### src/rtl/ps2_pkg.sv
// rtl/ps2_pkg.sv - shared constants, prefix FSM states and default keymap for the PS/2 keypad front end
package ps2_pkg;

  localparam logic [7:0] PS2_BREAK = 8'hF0;
  localparam logic [7:0] PS2_EXT   = 8'hE0;

  // Byte i is the scan code of logical key i (key 0 = 0x16 ... key 15 = 0x3C)
  localparam int DEFAULT_NUM_KEYS = 16;
  localparam logic [DEFAULT_NUM_KEYS*8-1:0] DEFAULT_KEYMAP = {
    8'h3C, 8'h35, 8'h2C, 8'h2D, 8'h24, 8'h1D, 8'h15, 8'h46,
    8'h3E, 8'h3D, 8'h36, 8'h2E, 8'h25, 8'h26, 8'h1E, 8'h16
  };

  typedef enum logic [1:0] {
    ST_IDLE    = 2'd0,
    ST_BRK     = 2'd1,
    ST_EXT     = 2'd2,
    ST_EXT_BRK = 2'd3
  } prefix_state_e;

endpackage

### src/rtl/ps2_frame_rx.sv
// rtl/ps2_frame_rx.sv - PS/2 line conditioning and 11-bit frame receiver with parity and timeout checks
module ps2_frame_rx #(
  parameter int CLK_DIV       = 249,
  parameter int FILTER_LEN    = 4,
  parameter int TIMEOUT_TICKS = 4000
) (
  input  logic       clk,
  input  logic       rst_n,
  input  logic       ps2_clk,
  input  logic       ps2_data,
  output logic [7:0] rx_byte,
  output logic       byte_strobe,
  output logic       frame_err
);

  localparam int DIV_W = $clog2(CLK_DIV + 1);
  localparam int FLT_W = $clog2(FILTER_LEN + 1);
  localparam int TO_W  = $clog2(TIMEOUT_TICKS + 1);
  localparam int L_CLK = 0;
  localparam int L_DAT = 1;

  logic [1:0]       s1_q, s1_d, s2_q, s2_d;
  logic [1:0]       filt_q, filt_d;
  logic [FLT_W-1:0] fcnt_q [2];
  logic [FLT_W-1:0] fcnt_d [2];
  logic [DIV_W-1:0] div_q, div_d;
  logic [10:0]      sr_q, sr_d;
  logic [3:0]       bit_cnt_q, bit_cnt_d;
  logic [TO_W-1:0]  to_cnt_q, to_cnt_d;
  logic [7:0]       byte_q, byte_d;
  logic             strobe_q, strobe_d;
  logic             err_q, err_d;
  logic             tick;
  logic             fall;

  // Synchroniser, tick divider and per-line glitch filter
  always_comb begin
    s1_d   = {ps2_data, ps2_clk};
    s2_d   = s1_q;
    div_d  = div_q + DIV_W'(1);
    tick   = 1'b0;
    filt_d = filt_q;
    fcnt_d = fcnt_q;
    if (div_q == DIV_W'(CLK_DIV - 1)) begin
      div_d = '0;
      tick  = 1'b1;
    end
    for (int i = 0; i < 2; i++) begin
      if (tick) begin
        if (s2_q[i] != filt_q[i]) begin
          if (fcnt_q[i] == FLT_W'(FILTER_LEN - 1)) begin
            filt_d[i] = s2_q[i];
            fcnt_d[i] = '0;
          end else begin
            fcnt_d[i] = fcnt_q[i] + FLT_W'(1);
          end
        end else begin
          fcnt_d[i] = '0;
        end
      end
    end
    fall = tick && filt_q[L_CLK] && !filt_d[L_CLK];
  end

  // Frame shift-in on filtered clock falls; frame check on bit 11; mid-frame timeout
  always_comb begin
    sr_d      = sr_q;
    bit_cnt_d = bit_cnt_q;
    to_cnt_d  = to_cnt_q;
    byte_d    = byte_q;
    strobe_d  = 1'b0;
    err_d     = 1'b0;
    if (fall) begin
      sr_d     = {filt_q[L_DAT], sr_q[10:1]};
      to_cnt_d = '0;
      if (bit_cnt_q == 4'd10) begin
        bit_cnt_d = '0;
        if (!sr_d[0] && sr_d[10] && (^sr_d[9:1])) begin
          strobe_d = 1'b1;
          byte_d   = sr_d[8:1];
        end else begin
          err_d = 1'b1;
        end
      end else begin
        bit_cnt_d = bit_cnt_q + 4'd1;
      end
    end else if (tick && (bit_cnt_q != 4'd0)) begin
      if (to_cnt_q == TO_W'(TIMEOUT_TICKS - 1)) begin
        bit_cnt_d = '0;
        to_cnt_d  = '0;
        err_d     = 1'b1;
      end else begin
        to_cnt_d = to_cnt_q + TO_W'(1);
      end
    end
  end

  // State registers; idle PS/2 lines are high, so synchronisers and filters reset to 1
  always_ff @(posedge clk or negedge rst_n) begin
    if (!rst_n) begin
      s1_q      <= 2'b11;
      s2_q      <= 2'b11;
      filt_q    <= 2'b11;
      fcnt_q[0] <= '0;
      fcnt_q[1] <= '0;
      div_q     <= '0;
      sr_q      <= '0;
      bit_cnt_q <= '0;
      to_cnt_q  <= '0;
      byte_q    <= '0;
      strobe_q  <= 1'b0;
      err_q     <= 1'b0;
    end else begin
      s1_q      <= s1_d;
      s2_q      <= s2_d;
      filt_q    <= filt_d;
      fcnt_q    <= fcnt_d;
      div_q     <= div_d;
      sr_q      <= sr_d;
      bit_cnt_q <= bit_cnt_d;
      to_cnt_q  <= to_cnt_d;
      byte_q    <= byte_d;
      strobe_q  <= strobe_d;
      err_q     <= err_d;
    end
  end

  assign rx_byte     = byte_q;
  assign byte_strobe = strobe_q;
  assign frame_err   = err_q;

endmodule

### src/rtl/ps2_keypad_decoder.sv
// rtl/ps2_keypad_decoder.sv - PS/2 prefix decoding, key mapping, key-down mask, event FIFO and last-key display
module ps2_keypad_decoder
  import ps2_pkg::*;
#(
  parameter int                      CLK_DIV       = 249,
  parameter int                      FILTER_LEN    = 4,
  parameter int                      TIMEOUT_TICKS = 4000,
  parameter int                      NUM_KEYS      = 16,
  parameter logic [NUM_KEYS*8-1:0]   KEYMAP        = DEFAULT_KEYMAP,
  parameter int                      FIFO_DEPTH    = 4,
  parameter int                      HOLD_CYCLES   = 10_000_000,
  localparam int                     IDX_W         = $clog2(NUM_KEYS)
) (
  input  logic                clk,
  input  logic                rst_n,
  input  logic                ps2_clk,
  input  logic                ps2_data,
  output logic                evt_valid,
  input  logic                evt_ready,
  output logic [IDX_W-1:0]    evt_key,
  output logic                evt_release,
  output logic [NUM_KEYS-1:0] key_down,
  output logic [NUM_KEYS-1:0] last_key_onehot,
  output logic [7:0]          last_key_idx,
  output logic                frame_err,
  output logic                overflow
);

  localparam int PTR_W  = $clog2(FIFO_DEPTH);
  localparam int HOLD_W = $clog2(HOLD_CYCLES + 1);

  logic [7:0]          rx_byte;
  logic                byte_strobe;
  prefix_state_e       state_q, state_d;
  logic [NUM_KEYS-1:0] key_down_q, key_down_d;
  logic [NUM_KEYS-1:0] onehot_q, onehot_d;
  logic [7:0]          last_idx_q, last_idx_d;
  logic [HOLD_W-1:0]   hold_cnt_q, hold_cnt_d;
  logic                push_q, push_d;
  logic [IDX_W-1:0]    push_key_q, push_key_d;
  logic                push_rel_q, push_rel_d;
  logic [IDX_W:0]      mem_q [FIFO_DEPTH];
  logic [IDX_W:0]      mem_d [FIFO_DEPTH];
  logic [PTR_W:0]      wr_ptr_q, wr_ptr_d, rd_ptr_q, rd_ptr_d;
  logic [IDX_W:0]      head_hold_q, head_hold_d;
  logic                overflow_q, overflow_d;
  logic                hit, do_make, do_break;
  logic [IDX_W-1:0]    hit_idx;
  logic                full, pop, wr_en;
  logic [IDX_W:0]      head;

  ps2_frame_rx #(
    .CLK_DIV      (CLK_DIV),
    .FILTER_LEN   (FILTER_LEN),
    .TIMEOUT_TICKS(TIMEOUT_TICKS)
  ) u_rx (
    .clk        (clk),
    .rst_n      (rst_n),
    .ps2_clk    (ps2_clk),
    .ps2_data   (ps2_data),
    .rx_byte    (rx_byte),
    .byte_strobe(byte_strobe),
    .frame_err  (frame_err)
  );

  // Keymap lookup; scanning downwards lets the lowest matching index win
  always_comb begin
    hit     = 1'b0;
    hit_idx = '0;
    for (int i = NUM_KEYS - 1; i >= 0; i--) begin
      if (KEYMAP[i*8 +: 8] == rx_byte) begin
        hit     = 1'b1;
        hit_idx = IDX_W'(i);
      end
    end
  end

  // Prefix FSM, key-down mask, push request and hold timer (a make beats a same-cycle expiry)
  always_comb begin
    state_d    = state_q;
    key_down_d = key_down_q;
    onehot_d   = onehot_q;
    last_idx_d = last_idx_q;
    hold_cnt_d = hold_cnt_q;
    push_d     = 1'b0;
    push_key_d = push_key_q;
    push_rel_d = push_rel_q;
    do_make    = 1'b0;
    do_break   = 1'b0;
    if (onehot_q != '0) begin
      if (hold_cnt_q == HOLD_W'(HOLD_CYCLES - 1)) begin
        onehot_d   = '0;
        last_idx_d = '0;
        hold_cnt_d = '0;
      end else begin
        hold_cnt_d = hold_cnt_q + HOLD_W'(1);
      end
    end
    if (byte_strobe) begin
      case (state_q)
        ST_IDLE: begin
          if (rx_byte == PS2_BREAK)    state_d = ST_BRK;
          else if (rx_byte == PS2_EXT) state_d = ST_EXT;
          else                         do_make = hit;
        end
        ST_BRK: begin
          do_break = hit;
          state_d  = ST_IDLE;
        end
        ST_EXT:  state_d = (rx_byte == PS2_BREAK) ? ST_EXT_BRK : ST_IDLE;
        default: state_d = ST_IDLE;
      endcase
    end
    if (do_make) begin
      onehot_d   = NUM_KEYS'(1) << hit_idx;
      last_idx_d = 8'(hit_idx);
      hold_cnt_d = '0;
      if (!key_down_q[hit_idx]) begin
        key_down_d[hit_idx] = 1'b1;
        push_d     = 1'b1;
        push_key_d = hit_idx;
        push_rel_d = 1'b0;
      end
    end
    if (do_break) begin
      key_down_d[hit_idx] = 1'b0;
      push_d     = 1'b1;
      push_key_d = hit_idx;
      push_rel_d = 1'b1;
    end
  end

  // Event FIFO; a pop frees the slot for a same-cycle push even when full
  always_comb begin
    head        = mem_q[rd_ptr_q[PTR_W-1:0]];
    full        = (wr_ptr_q[PTR_W] != rd_ptr_q[PTR_W]) &&
                  (wr_ptr_q[PTR_W-1:0] == rd_ptr_q[PTR_W-1:0]);
    pop         = evt_valid && evt_ready;
    wr_en       = push_q && (!full || pop);
    overflow_d  = push_q && full && !pop;
    mem_d       = mem_q;
    if (wr_en) mem_d[wr_ptr_q[PTR_W-1:0]] = {push_key_q, push_rel_q};
    wr_ptr_d    = wr_ptr_q + (PTR_W+1)'(wr_en);
    rd_ptr_d    = rd_ptr_q + (PTR_W+1)'(pop);
    head_hold_d = evt_valid ? head : head_hold_q;
  end

  // State registers
  always_ff @(posedge clk or negedge rst_n) begin
    if (!rst_n) begin
      state_q     <= ST_IDLE;
      key_down_q  <= '0;
      onehot_q    <= '0;
      last_idx_q  <= '0;
      hold_cnt_q  <= '0;
      push_q      <= 1'b0;
      push_key_q  <= '0;
      push_rel_q  <= 1'b0;
      wr_ptr_q    <= '0;
      rd_ptr_q    <= '0;
      head_hold_q <= '0;
      overflow_q  <= 1'b0;
      for (int i = 0; i < FIFO_DEPTH; i++) mem_q[i] <= '0;
    end else begin
      state_q     <= state_d;
      key_down_q  <= key_down_d;
      onehot_q    <= onehot_d;
      last_idx_q  <= last_idx_d;
      hold_cnt_q  <= hold_cnt_d;
      push_q      <= push_d;
      push_key_q  <= push_key_d;
      push_rel_q  <= push_rel_d;
      wr_ptr_q    <= wr_ptr_d;
      rd_ptr_q    <= rd_ptr_d;
      head_hold_q <= head_hold_d;
      overflow_q  <= overflow_d;
      mem_q       <= mem_d;
    end
  end

  assign evt_valid                = (wr_ptr_q != rd_ptr_q);
  assign {evt_key, evt_release}   = evt_valid ? head : head_hold_q;
  assign key_down                 = key_down_q;
  assign last_key_onehot          = onehot_q;
  assign last_key_idx             = last_idx_q;
  assign overflow                 = overflow_q;

endmodule

### config.mk
export PLATFORM = sky130hd
export DESIGN_NAME = ps2_keypad_decoder
export DESIGN_NICKNAME = d
export VERILOG_FILES = /design/src/rtl/ps2_pkg.sv /design/src/rtl/ps2_frame_rx.sv /design/src/rtl/ps2_keypad_decoder.sv
export SDC_FILE = /design/constraint.sdc
export NUM_CORES = 1
export LEC_CHECK = 0
export ABC_CLOCK_PERIOD_IN_PS = 4380
export CAP_MARGIN = 40
export CORE_MARGIN = 8
export CORE_UTILIZATION = 50
export CTS_BUF_LIST = sky130_fd_sc_hd__clkbuf_4 sky130_fd_sc_hd__clkbuf_8
export DETAILED_ROUTE_END_ITERATION = 16
export DONT_BUFFER_PORTS = 1
export PLACE_DENSITY = 0.63
export REMOVE_ABC_BUFFERS = 1
export SYNTH_ARGS = -nofsm -noshare
export SYNTH_HDL_FRONTEND = slang
export SYNTH_SLANG_ARGS = --single-unit
### constraint.sdc
create_clock -name clk -period 4.38 [get_ports clk]
set_input_delay 0.876 -clock clk [delete_from_list [all_inputs] [get_ports clk]]
set_output_delay 0.876 -clock clk [all_outputs]
set_load 0.01 [all_outputs]
# == Word level (Yosys, flattened, before mapping) ==
# Cells that the tools add are included.
# word_totals
reg_bits,161
latchBits,0
mem_bits_rw,0
rom_bits,0
inputBits,5
out_inout_bits,48
elab_cells,211
mem_count,0
# classes
addsub,8
mul,0
div_mod_pow,0
order_cmp,5
eq_ne,33
shift,1
muxes,98
bitwise,5
reduce_logical,32
# op_table
op,count
$mux 16,6
$mux 4,23
$eq 6x8->1 const A,11
$mux 24,3
$mux 1,42
$mux 12,3
$eq 5x8->1 const A,4
$mux 8,4
$add 24x1->24 const B,1
$eq 24x24->1 const B,1
$eq 8x8->1 const B,3
$bwmux 20,1
$mux 5,4
$and 16x16->16,1
$not 16->16,1
$or 16x16->16,1
$reduce_bool 16->1,1
$shl 1x4->16 const A,1
$add 12x1->12 const B,1
$eq 12x12->1 const B,1
$logic_and 1x1->1,12
$mux 3,4
$bmux 5 s2,1
$demux 5 s2,1
other kinds (31),51

# == Longest topological paths before layout ==
# Gate-level depths: netlist (run 1).
# logic_depth
ltp_word,26
mapped_depth,12

# == Hierarchy ==
# A second synthesis (run 1) with hierarchy kept.
# hier_totals
hier_cells,724
hier_area_um2,7719.9
# by_module_without_submodules
mod,instances,cells_each,area_per_inst_um2,seq_area_each_um2
ps2_keypad_decoder,1,464,5069.9,2502.4
ps2_frame_rx,1,260,2650.0,1408.9

# == Worst setup path before layout (run 1) ==
# OpenSTA, ideal clock, no wires.
# synth_path
kind,reg-to-reg
start,"register u_rx.byte_q[6], in the netlist u_rx.rx_byte[6]"
end,register push_key_q[0]
arrival_ns,2.950
setup_slack_ns,1.302
path_stages_with_launch,11
n_path_buf,2
period_less_slack_ns,3.078
path_cell_list,dfrtp_1 buf_6 nor4b_4 a32oi_2 nand2_2 mux2_1 a221o_1 nor4_4 or2_1 buf_6 mux2_1
# synth_via
elab_chain_len,23
# synth_rtl
item,line_no,rtl
"start, declared",ps2_frame_rx.sv:30,"logic [7:0] byte_q, byte_d;"
"start signal, assigned",ps2_frame_rx.sv:122,byte_q <= byte_d;
branches (longest 23 deep; another with $eq 6x8->1),n/a,
"end signal, assigned",ps2_keypad_decoder.sv:171,push_key_q <= push_key_d;
"end, declared",ps2_keypad_decoder.sv:40,"logic [IDX_W-1:0] push_key_q, push_key_d;"
# Parallel ways; which one is timed is not known. The select of a mux whose other input is x is not followed.
# A chain may end at the register's enable or synchronous reset.

# == Worst setup path after layout (run 1) ==
# layout_path
start,"register u_rx.byte_q[7], in the netlist u_rx.rx_byte[7]"
end,register push_key_q[1]
# Same word-level chain as after synthesis.

==> results.tsv, run 1 <==
metric	value	unit
status	completed	
P&R area growth vs syn	8.07	%
post-CTS setup buffers	0	
Setup Crit Path Kind	reg -> reg	
sequential cell area fraction in the yosys report	0.518	
P per Cell Area	329	nW/um^2
die width	139	um
Die Y	139	um
yosys warns	0	
n_diodes	0	
fin. max-slew vios	0	
final WL	15.1	mm
Worst EP arrival	3.67	ns
WP data required	4.71	ns
CTS Buffer Depth	2	
Die ar.	19300	sq um
Wirelength per Cell	17.1	um
CORE AREA	15000	sq um
DRT iter0 DRCs	241	
Final Skew	0.00965	ns
DRT Pass-1 Iters	5	
first-pass GRT wire length	25.8	mm
Placer Congestion	0.848	
DRC violations left	0	
#FFs+latches synth	156	
post_cts resized	0	
most used flip-flop cell after synthesis	dfrtp_1	
pre-CTS setup slack	1.09	ns
Fin. Hold Viols	0	
VDD IR-drop max	231	uV
area of the multi-input gates	3460	sq um
Hold Crit Class	in -> async	
total power	2680	uW
via-per-instance ratio	5.83	
fin worst setup slack	1.04	ns
CTS H-tree depth	4	
Tcrit/Tclk final	0.762	
dpl hpwl	10.5	mm
Cell Rows	45	
clock sink count	156	
hold_buf cts	0	
proportion of layout cells with a drive suffix above 1	0.163	
RSZ-0062 raised after global routing	no	
CTS tree	yes	
Finish-stage setup viols	0	
clock transition at the registers of the reported paths	0.09	ns
Post-synth ARST share	1.00	
final core occ	0.545	
Total GRT Usage	0.163	
measured slew at the worst slew-check pin	0.835	ns
Mapped Avg Cell Area	11.1	sq um
Setup crit end kind	flop	
final hold slack	0.104	ns
Syn Inst Count	683	
CTS root buffer	clkbuf_8	
# IOs	53	
largest net degree at the start of global routing	157	
Slew headroom	0.439	
fillers	1242	
Vias	5146	
I/O Buffers	0	
vias in the first global route	5070	
Initial Util	0.504	
final antenna-violating net count	0	
initial antenna violation count	0	
leakage power	0.00368	uW
Net count, final	700	
# Max-Cap Violations	0	
Post-synth EDFFs	0	
highest clock rate	300	MHz
cell area after synthesis	7550	sq um
crit path launch type	flop	
fin crit period	3.34	ns
worst skew pair latency	0.45	ns
setup TNS	0	ns
Netlist cell types	71	
TritonCTS buffer count	17	
FF+latch area	3910	sq um
CP max FO	11	
total grt overflow	0	
worst max-delay path, cell delays in order (launching register included):
cell and delay, ns:
dfrtp_1 0.53, nor4b_4 0.58, a32oi_2 0.27, nand2_2 0.22, mux2_1 0.34, a221o_1 0.37
nor4_4 0.31, or2_1 0.25, mux2_1 0.35
metrics by stage:
stage | cells | instance area (sq um)
6_report | 883 | 8160
5_1_grt | 883 | 8160
4_1_cts | 883 | 8160
3_5_place_dp | 851 | 7700
3_3_place_gp | 850 | 7690
2_1_floorplan | 656 | 7410
power by group:
group / internal, uW / total [uW] / switching, uW
clock network: 695 / 1240 / 540
registers: 1440 / 1440 / 1.13
logic: 0.779 / 3.20 / 2.42
total: 2140 / 2680 / 544
layout make-up:
class | count | area share
inverter | 11 | 0.00506
multi-input combinational | 489 | 0.424
clock inverter | 14 | 0.0264
tap | 188 | 0.0288
sequential | 156 | 0.479
clock buffer | 18 | 0.0304
timing repair buffer | 7 | 0.00644
routing by layer:
metal	wire length [um]	vias to the layer above	GRT usage
met1	7090	2550	0.215
met3	1050	17	0.0506
met5	0	-	0
met2	6770	135	0.246
li1	-	2444	-
met4	206	0	0.0630
cell usage after synthesis, types with 5 or more instances:
master	count	area [sq um]
o31ai_1	6	45.0
buf_4	5	37.5
o21ai_0	44	220
nor2b_1	11	68.8
inv_1	11	41.3
dfrtp_1	150	3750
nand2_1	51	191
dfstp_2	6	158
nor3b_1	7	52.6
xnor2_1	20	175
o21a_1	5	37.5
clkbuf_1	14	52.6
nor3_1	7	35.0
mux2_2	49	552
nor4_1	8	50.1
nand4_1	13	81.3
xor2_1	22	193
a22o_1	14	123
nor2_1	63	236
a21oi_1	30	150
nand3_1	22	110
nand2b_1	10	62.6
and3_1	11	68.8
buf_2	9	45.0
ha_1	13	163
a31oi_1	5	31.3
and2_1	6	37.5
mux4_2	5	113
layout by cell type (no fill, tap or decap), types with 13 or more instances in the layout:
cell type,count
a21oi_1,30
a22o_1,14
clkbuf_8,18
dfrtp_1,150
ha_1,13
mux2_2,49
nand2_1,51
nand3_1,22
nand4_1,13
nor2_1,63
o21ai_0,43
xnor2_1,20
xor2_1,22
final timing paths:
path / slack [ns] / endpoint / cells after the start / from
max: 1.04 / push_key_q[1]$_DFFE_PN0P_ / 8 / u_rx.rx_byte[7]$_DFFE_PN0P_
min: 0.10 / rd_ptr_q[0]$_DFF_PN0_ / 0 / rst_n
max reg2reg: 1.04 / push_key_q[1]$_DFFE_PN0P_ / 8 / u_rx.rx_byte[7]$_DFFE_PN0P_
min reg2reg: 0.36 / u_rx.s2_q[1]$_DFF_PN1_ / 0 / u_rx.s1_q[1]$_DFF_PN1_
max in group asynchronous: 3.94 / u_rx.filt_q[1]$_DFFE_PN1P_ / 0 / rst_n
min in group clk: 0.36 / u_rx.s2_q[1]$_DFF_PN1_ / 0 / u_rx.s1_q[1]$_DFF_PN1_
cell families after synthesis:
kind of cell | Yosys count | synth area share
flops | 156 | 0.518
fa+ha+maj | 14 | 0.0229
compound gates | 126 | 0.108
xor+xnor | 42 | 0.0487
buf+inv | 41 | 0.0263
simple gates | 243 | 0.179
other cells | 1 | 0.000497
mux | 60 | 0.0966
sequential cells by signal, summed over array words and instances (netlist names), 4 cells and up:
register and count:
key_down 16, push_key_q 4, last_key_idx 4, head_hold_q 5, hold_cnt_q 24, u_rx.fcnt_q 6, u_rx.rx_byte 8, last_key_onehot 16
u_rx.to_cnt_q 12, u_rx.sr_q 10, u_rx.bit_cnt_q 4, u_rx.div_q 8, mem_q 20
(Power assumes the default switching activity.)
==> inputs of run 2 (changes only) <==
--- a/config.mk
+++ b/config.mk
@@ -5,14 +5,14 @@
 export SDC_FILE = /design/constraint.sdc
 export NUM_CORES = 1
 export LEC_CHECK = 0
-export ABC_CLOCK_PERIOD_IN_PS = 4380
+export ABC_CLOCK_PERIOD_IN_PS = 3000
 export CAP_MARGIN = 40
 export CORE_MARGIN = 8
 export CORE_UTILIZATION = 50
 export CTS_BUF_LIST = sky130_fd_sc_hd__clkbuf_4 sky130_fd_sc_hd__clkbuf_8
 export DETAILED_ROUTE_END_ITERATION = 16
 export DONT_BUFFER_PORTS = 1
-export PLACE_DENSITY = 0.63
+export PLACE_DENSITY = 0.66
 export REMOVE_ABC_BUFFERS = 1
 export SYNTH_ARGS = -nofsm -noshare
 export SYNTH_HDL_FRONTEND = slang
==> constraint.sdc (replaced) <==
create_clock -name clk -period 3 [get_ports clk]
set_input_delay 0.6 -clock clk [delete_from_list [all_inputs] [get_ports clk]]
set_output_delay 0.6 -clock clk [all_outputs]
set_load 0.01 [all_outputs]
==> run 2 against run 1 <==
Net effect: the flow now finishes with violations (hold timing); hold slack worse by 0.26 ns; non-clock buffer count up 26; sequential power rose by 47%; critical path type unchanged.
==> results.tsv, run 2 (synthesis results as in run 1) <==
metric	value	unit	change
CTS H-tree depth	4		unchanged
CP max FO	10		-1
Tcrit/Tclk final	0.965		+0.203
Slew headroom	0.472		+0.0334
Worst path slowest cell	dfrtp_1		
clock sink count	156		unchanged
P per Cell Area	455	nW/um^2	+38%
Hold Crit Class	in -> async		
total grt overflow	0		unchanged
instance area at placement	7890	sq um	+2.5%
Vias	5267		+2.4%
Fin. Hold Viols	150		+150
VDD IR-drop max	375	uV	+62%
final antenna-violating net count	0		unchanged
Cell Rows	45		unchanged
CP peak stage delay	0.51	ns	-0.07 ns
final WL	15.8	mm	+4.6%
fin area	8410	sq um	+3.0%
highest clock rate	345	MHz	+15%
status	complete, but fails checks		
Die Y	139	um	unchanged
Die ar.	19300	sq um	unchanged
fillers	1277		+2.8%
worst skew pair latency	0.44	ns	about the same
crit path launch type	flop		
I/O Buffers	0		unchanged
Top reg by flops	hold_cnt_q		
fin crit period	2.90	ns	-0.442 ns
WP data required	3.32	ns	-1.39 ns
FF-to-FF path depth	8		unchanged
first-pass GRT wire length	26.5	mm	+2.8%
internal reg-to-reg setup slack	0.10	ns	-0.94 ns
CTS root buffer	clkbuf_8		
highest-count cells in the layout ignoring fill and taps	dfrtp_1, nor2_1, nand2_1, mux2_2, o21ai_0		
top flop regs	hold_cnt_q: 24 flops, mem_q: 20 flops		
total power	3820	uW	+43%
failing checks	hold timing		
Finish-stage setup viols	0		unchanged
RR Startpoint	u_rx.rx_byte[4]$_DFFE_PN0P_		
leakage power	0.00380	uW	+3.4%
vias in the first global route	5184		+2.2%
CP cell instances	nor4bb_2, o31ai_4, nand3_2, mux2_2, a221o_1, nor4_4, or2_4, mux2_1		
largest net degree at the start of global routing	157		unchanged
clock transition at the registers of the reported paths	0.08	ns	about the same
Setup Crit Path Kind	reg -> reg		
# Max-Cap Violations	0		unchanged
Final Non-Filler Cells	909		+2.9%
measured slew at the worst slew-check pin	0.785	ns	-0.0496 ns
Net count, final	726		+3.7%
proportion of layout cells with a drive suffix above 1	0.211		+0.0482
n_diodes	0		unchanged
commonest non-fill, non-tap cell in the layout	dfrtp_1		
via-per-instance ratio	5.79		-0.58%
Setup crit end kind	flop		
CTS tree	yes		
P&R area growth vs syn	11.3	%	
CORE AREA	15000	sq um	unchanged
Initial Util	0.504		unchanged
TritonCTS buffer count	17		unchanged
reg2reg end	push_key_q[2]$_DFFE_PN0P_		
CTS Buffer Depth	2		unchanged
Total GRT Usage	0.168		+0.00548
DRC violations left	0		unchanged
WP buf/inv	0		unchanged
placed insts	877		+3.1%
# IOs	53		unchanged
final hold slack	-0.152	ns	-0.256 ns
cell family with the largest share of critical-path delay	simple AND/OR/NAND/NOR gates		
initial antenna violation count	0		unchanged
Final Skew	0.00989	ns	+0.000240 ns
DRT iter0 DRCs	332		+38%
Wirelength per Cell	17.4	um	+1.6%
DRT Pass-1 Iters	5		unchanged
Worst EP arrival	3.22	ns	-0.45 ns
fin. max-slew vios	0		unchanged
max reg flops	24		unchanged
Placer Congestion	0.866		+2.1%
die width	139	um	unchanged
dpl hpwl	11.0	mm	+5.1%
[run 2: changes by cell type in the layout (fill, tap and decap cells not counted), sizes merged]
cell,before,now
buf,7,33
clkbuf,18,23
clkinv,5,2
bufinv,5,3
clkinvlp,2,3
inv,13,12
[run 2: how the worst max path moves through the flow]
stage	slack, ns	depth (start not counted)	from	to
floorplan	-0.38	7	u_rx.rx_byte[0]$_DFFE_PN0P_	push_key_q[1]$_DFFE_PN0P_
global placement	0.1	8	u_rx.rx_byte[7]$_DFFE_PN0P_	push_key_q[0]$_DFFE_PN0P_
detailed placement	-0.06	8	u_rx.rx_byte[5]$_DFFE_PN0P_	push_key_q[0]$_DFFE_PN0P_
CTS	0.02	8	u_rx.rx_byte[0]$_DFFE_PN0P_	push_key_q[0]$_DFFE_PN0P_
global route	-0.02	9	u_rx.rx_byte[4]$_DFFE_PN0P_	key_down[3]$_DFF_PN0_
finish	0.10	8	u_rx.rx_byte[4]$_DFFE_PN0P_	push_key_q[2]$_DFFE_PN0P_
[run 2: metal layers]
metal  vias to the layer above  share of wire  global-route usage  wire, um
met5                         -              0                   0         0
met4                         0          0.016              0.0693       257
met3                        18          0.072              0.0558      1140
met2                       150           0.46               0.255      7250
met1                      2604           0.45               0.218      7170
li1                       2495              -                   -         -
[run 2: what timing repair did]
item,CTS,global route
setup buffers,0,0
gates cloned,0,0
gates resized for setup,2,13
endpoints found under the setup margin,3,21
hold endpoints to repair,155,155
[run 2: final cells by class]
type | instances | area, sq um | area share
multi-input cells | 489 | 3520 | 0.419
clock buffers | 23 | 317 | 0.0376
repair buffers | 33 | 248 | 0.0295
inverters | 11 | 41.3 | 0.00491
flip-flops and latches | 156 | 3920 | 0.466
well taps | 188 | 235 | 0.0280
clock inverters | 9 | 131 | 0.0156
[run 2: through the flow]
step           setup WS, ns  utilization  TNS (ns)
5_1_grt             -0.0169        0.561   -0.0169
4_1_cts              0.0234        0.558         0
3_5_place_dp        -0.0649        0.527    -0.172
2_1_floorplan        -0.379            -     -5.92
6_report              0.104        0.561         0
3_3_place_gp         0.0993        0.527         0
[run 2: power breakdown]
part | total (uW) | internal (uW) | switching (uW)
clock network | 1710 | 957 | 754
logic | 4.69 | 1.13 | 3.55
registers | 2110 | 2110 | 1.91
total | 3820 | 3060 | 759
